**src/rtl/eq_coeff_load_ctrl.sv**
```systemverilog
// Equaliser coefficient load sequencer: turns software register commits into single
// shadow-bank RAM writes and swaps active/shadow banks on frame sync.
module eq_coeff_load_ctrl #(
  parameter int ADDR_W  = 10,
  parameter int COEFF_W = 16,
  parameter int SETTLE  = 2
) (
  input  logic               user_clk,
  input  logic               user_rst_n,
  input  logic [31:0]        addr_reg_in,
  input  logic [31:0]        data_reg_in,
  input  logic               sync_in,
  input  logic [ADDR_W-1:0]  chan_in,
  output logic               ram_we,
  output logic [ADDR_W:0]    ram_waddr,
  output logic [COEFF_W-1:0] ram_wdata,
  output logic [ADDR_W:0]    ram_raddr,
  output logic               active_bank,
  output logic               swap_pending,
  output logic               busy,
  output logic [15:0]        write_count
);

  localparam int CNT_W = 4;

  typedef enum logic [1:0] {S_INIT, S_IDLE, S_SETTLE, S_WRITE} state_t;

  typedef struct packed {
    logic               bank;
    logic               swap;
    logic [ADDR_W-1:0]  chan;
    logic [COEFF_W-1:0] coeff;
  } cmd_t;

  state_t           state, state_nxt;
  cmd_t             cmd_q;
  logic             prev_tog;
  logic [CNT_W-1:0] cnt;
  logic             commit, capture, do_swap, bank_nxt;
  logic             unused_bits;

  assign commit   = (state == S_IDLE) && (addr_reg_in[31] != prev_tog);
  assign capture  = (state == S_SETTLE) && (cnt == '0);
  assign do_swap  = sync_in && swap_pending;
  assign bank_nxt = active_bank ^ do_swap;

  assign ram_waddr   = {cmd_q.bank, cmd_q.chan};
  assign ram_wdata   = cmd_q.coeff;
  assign unused_bits = ^{addr_reg_in[29:ADDR_W], data_reg_in[31:COEFF_W]};

  always_ff @(posedge user_clk or negedge user_rst_n) begin
    if (!user_rst_n) state <= S_INIT;
    else             state <= state_nxt;
  end

  always_comb begin
    state_nxt = state;
    unique case (state)
      S_INIT:   state_nxt = S_IDLE;
      S_IDLE:   if (commit)  state_nxt = S_SETTLE;
      S_SETTLE: if (capture) state_nxt = S_WRITE;
      S_WRITE:  state_nxt = S_IDLE;
      default:  state_nxt = S_INIT;
    endcase
  end

  // INIT is the reset state; it reports not-busy so every output is 0 while in reset.
  always_comb begin
    ram_we = 1'b0;
    busy   = 1'b0;
    unique case (state)
      S_SETTLE: busy = 1'b1;
      S_WRITE:  begin ram_we = 1'b1; busy = 1'b1; end
      default:  ;
    endcase
  end

  always_ff @(posedge user_clk or negedge user_rst_n) begin
    if (!user_rst_n) begin
      prev_tog <= 1'b0;
      cnt      <= '0;
      cmd_q    <= '0;
    end else begin
      if (state == S_INIT || commit) prev_tog <= addr_reg_in[31];
      if (commit)
        cnt <= CNT_W'(SETTLE - 1);
      else if (state == S_SETTLE && cnt != '0)
        cnt <= cnt - CNT_W'(1);
      // Target the bank that will be shadow during WRITE, even if a sync flips it this edge.
      if (capture) begin
        cmd_q.bank  <= ~bank_nxt;
        cmd_q.swap  <= addr_reg_in[30];
        cmd_q.chan  <= addr_reg_in[ADDR_W-1:0];
        cmd_q.coeff <= data_reg_in[COEFF_W-1:0];
      end
    end
  end

  always_ff @(posedge user_clk or negedge user_rst_n) begin
    if (!user_rst_n) begin
      write_count  <= '0;
      active_bank  <= 1'b0;
      swap_pending <= 1'b0;
      ram_raddr    <= '0;
    end else begin
      if (ram_we) write_count <= write_count + 16'd1;
      if (do_swap) active_bank <= ~active_bank;
      // A swap armed in WRITE survives a coincident sync and waits for the next one.
      swap_pending <= (swap_pending & ~sync_in) | (ram_we & cmd_q.swap);
      ram_raddr    <= {active_bank, chan_in};
    end
  end

endmodule

```
**config.mk**
```make
export PLATFORM = sky130hd
export DESIGN_NAME = eq_coeff_load_ctrl
export DESIGN_NICKNAME = d
export VERILOG_FILES = /design/src/rtl/eq_coeff_load_ctrl.sv
export SDC_FILE = /design/constraint.sdc
export NUM_CORES = 1
export LEC_CHECK = 0
export CAP_MARGIN = 20
export CORE_UTILIZATION = 44
export DETAILED_ROUTE_END_ITERATION = 16
export GPL_TIMING_DRIVEN = 0
export PLACE_DENSITY = 0.93
export SLEW_MARGIN = 20
export SYNTH_ARGS = -nofsm -noshare
export SYNTH_HDL_FRONTEND = slang
export SYNTH_SLANG_ARGS = --single-unit
```
**constraint.sdc**
```tcl
create_clock -name user_clk -period 2.45 [get_ports user_clk]
set_input_delay 0.245 -clock user_clk [delete_from_list [all_inputs] [get_ports user_clk]]
set_output_delay 0.245 -clock user_clk [all_outputs]
set_load 0.05 [all_outputs]
```
==> impl_metrics.env <==
export IMPL_finalCriticalPeriod_ns=1.98
export IMPL_grtUsageTotal_pct=17.1
export IMPL_grt_start_max_net_pins=35
export IMPL_max_cap_violations=0
export IMPL_grt_overflow=0
export IMPL_synthFlopType="dfrtp_1"
export IMPL_first_pass_iters=3
export IMPL_finClkSkew_ns=0.00778
export IMPL_synth_top_area_cell="dfrtp_1"
export IMPL_postRouteAntennaNets=0
export IMPL_synth_cell_types=29
export IMPL_end_kind="output pin"
export IMPL_arrival_ns=1.74
export IMPL_first_iter_violations=22
export IMPL_grt_pass1_wl_mm=8.30
export IMPL_synth_common_cells="64 x dfrtp_1, 28 x buf_4, 19 x mux2_4"
export IMPL_ys_ff_latch=64
export IMPL_synth_seq_area_share_pct=56.9
export IMPL_post_place_cells=375
export IMPL_grt_pass1_vias=1793
export IMPL_synth_async_reset_ratio_pct=100
export IMPL_startpoint_type="flip-flop"
export IMPL_cts_tree="done"
export IMPL_crit_type="flip-flop to output pin"
export IMPL_fp_dieH_um=82.0
export IMPL_required_ns=2.20
export IMPL_dp_hpwl_mm=4.03
export IMPL_diodes=0
export IMPL_tightestPinTransition_ns=0.517
export IMPL_hp_class="input pin to flip-flop"
export IMPL_min_path_cells=1
export IMPL_syn_inst=201
export IMPL_hold_viol_final=0
export IMPL_numCtsBuffers=9
export IMPL_yosysWarningCount=0
export IMPL_syn_avg_cell_area_sq_um=14.0
export IMPL_path_clk_slew_ns=0.07
export IMPL_yosysMostFrequentCell="dfrtp_1"
export IMPL_wl_mm=5.37
export IMPL_maxSlewHeadroom_pct=65.4
export IMPL_synth_edf_count=0
export IMPL_io_buffers=98
export IMPL_antenna_found_initial=0
export IMPL_post_route_drc_count=0
export IMPL_cts_setup_buffers=0
export IMPL_die_area_sq_um=6720
export IMPL_synth_net_count=285
export IMPL_postPlaceCellArea_sq_um=3910
export IMPL_r2r_cells=7
export IMPL_layout_cells_non_filler=391
export IMPL_vias=1800
export IMPL_area_growth_pct=46.5
export IMPL_ctsRootBufferMaster="clkbuf_8"
export IMPL_clockBufferDepth=2
export IMPL_rsz0062_at_grt="no"
export IMPL_synth_area_top_cells="dfrtp_1 57%, mux2_4 10%, buf_4 7.5%"
export IMPL_slew_viol_final=0
export IMPL_coreArea_sq_um=6060
export IMPL_wl_per_cell_um=13.7
export IMPL_max_freq_mhz=505
export IMPL_leakagePower_nw=1.88
export IMPL_routed_via_density=4.60
export IMPL_status="complete, no violations"
export IMPL_clk_latency_ns=0.33
export IMPL_fin_nets=396
export IMPL_p_per_area_nw_per_um2=1340
export IMPL_period_share_pct=80.9
export IMPL_setup_violations=0
export IMPL_place_gp_congestion=0.729
export IMPL_final_area_sq_um=4130
export IMPL_die_x_um=82.0
export IMPL_htreeDepth=3
export IMPL_num_rows=28
export IMPL_cts_sinks=64
export IMPL_start_util_pct=46.4
export IMPL_drive_gt1_share_pct=26.6
export IMPL_cp_max_fo=8
export IMPL_max_vdd_ir_drop_mv=0.918
export IMPL_fillers=442
export IMPL_ios=135
export IMPL_syn_area_sq_um=2820
export IMPL_synth_top_area_share_pct=56.9
export IMPL_r2r_slack_ns=0.62
[cell type report]
| type | count | area (sq um) | area share, % |
|---|---|---|---|
| Buffer | 31 | 270 | 6.55 |
| Clock buffer | 12 | 165 | 4.00 |
| Clock inverter | 3 | 40.0 | 0.971 |
| Inverter | 6 | 22.5 | 0.546 |
| Multi-Input combinational cell | 100 | 921 | 22.3 |
| Sequential cell | 64 | 1600 | 38.8 |
| Tap cell | 75 | 93.8 | 2.27 |
| Timing Repair Buffer | 100 | 1010 | 24.5 |
[cell families (layout without fill, tap and decap cells)]
logic type                 Yosys count  count (layout)  share of synthesized area [%]
AOI/OAI and AO/OA                    4               4                          0.889
and+or+nand+nor                     37              37                           7.24
DFF                                 64              64                           56.9
xor gates and xnor gates            20              20                           6.22
buffers and inverters               37             152                           10.4
muxes                               32              32                           15.2
adders and majority gates            7               7                           3.11
[report_power, final]
group	internal (W)	switching, W
combinational	0.00133	0.00162
sequential	0.00141	0.000251
clock	0.000544	0.000376
total	0.00328	0.00225
[state kept, by name (all words and copies together) (netlist names)]
name,flops
ram_waddr,11
write_count,16
ram_wdata,16
prev_tog,1
active_bank,1
cnt,4
swap_pending,1
ram_raddr,11
cmd_q,1
state,2
[placed cells by master (no fill, tap or decap), types with 2 or more instances in the layout]
| master | synthesis | routed |
|---|---|---|
| clkbuf_8 | 0 | 12 |
| xor2_1 | 7 | 7 |
| clkdlybuf4s50_1 | 0 | 96 |
| mux2i_1 | 2 | 2 |
| clkinv_2 | 0 | 2 |
| buf_12 | 3 | 4 |
| xnor2_1 | 13 | 13 |
| and3_1 | 2 | 2 |
| mux2_4 | 19 | 19 |
| nor2_1 | 7 | 7 |
| nand4_1 | 4 | 4 |
| nand2_1 | 8 | 8 |
| dfrtp_1 | 64 | 64 |
| buf_4 | 28 | 29 |
| mux2_2 | 11 | 11 |
| ha_1 | 7 | 7 |
| nand3_1 | 5 | 5 |
| nor3_1 | 2 | 2 |
| inv_1 | 6 | 6 |
[path summary, 6_finish.rpt]
kind                             start        endpoint
hold / removal              chan_in[8]    ram_raddr[8]
setup / recovery              state[0]            busy
hold reg to reg            active_bank   ram_raddr[10]
setup reg to reg                cnt[0]   ram_wdata[15]
min in group asynchronous   user_rst_n    ram_waddr[6]
max in group asynchronous   user_rst_n  write_count[9]
[routing by layer]
metal / vias up / global-route usage [%] / wire length, um / share of wire (%)
met5: - / 0 / 0 / 0
met4: 0 / 8.95 / 104 / 1.9
met3: 12 / 5.56 / 396 / 7.4
met2: 64 / 29.3 / 2670 / 50
met1: 857 / 18.7 / 2200 / 41
li1: 867 / - / - / -
[stage by stage]
stage | TNS (ns) | utilization, % | hold WS [ns] | power, W | worst slack (ns)
after floorplan | 0 | - | -0.0506 | 0.00379 | 0.497
after global placement | -56.59 | 64.2 | 0.405 | 0.00455 | -0.887
after detailed placement | 0 | 64.5 | 0.206 | 0.00465 | 0.418
after CTS | 0 | 68.0 | 0.331 | 0.00559 | 0.0374
after global routing | 0 | 68.1 | 0.324 | 0.00582 | 0.382
final | 0 | 68.1 | 0.343 | 0.00553 | 0.469
[critical path, cell delays in order (launching register included)]
cell and delay [ns]:
dfrtp_1 0.42, ha_1 0.23, buf_4 0.17, or2_2 0.29, dlymetal6s2s_1 0.31
[timing repair]
action                                  CTS  global route
endpoints found under the setup margin    0             1
resized for setup                         0             1
endpoints found under the hold margin    30             0
hold buffers                              1             0
Note: power is estimated with default switching activity, not from simulation.
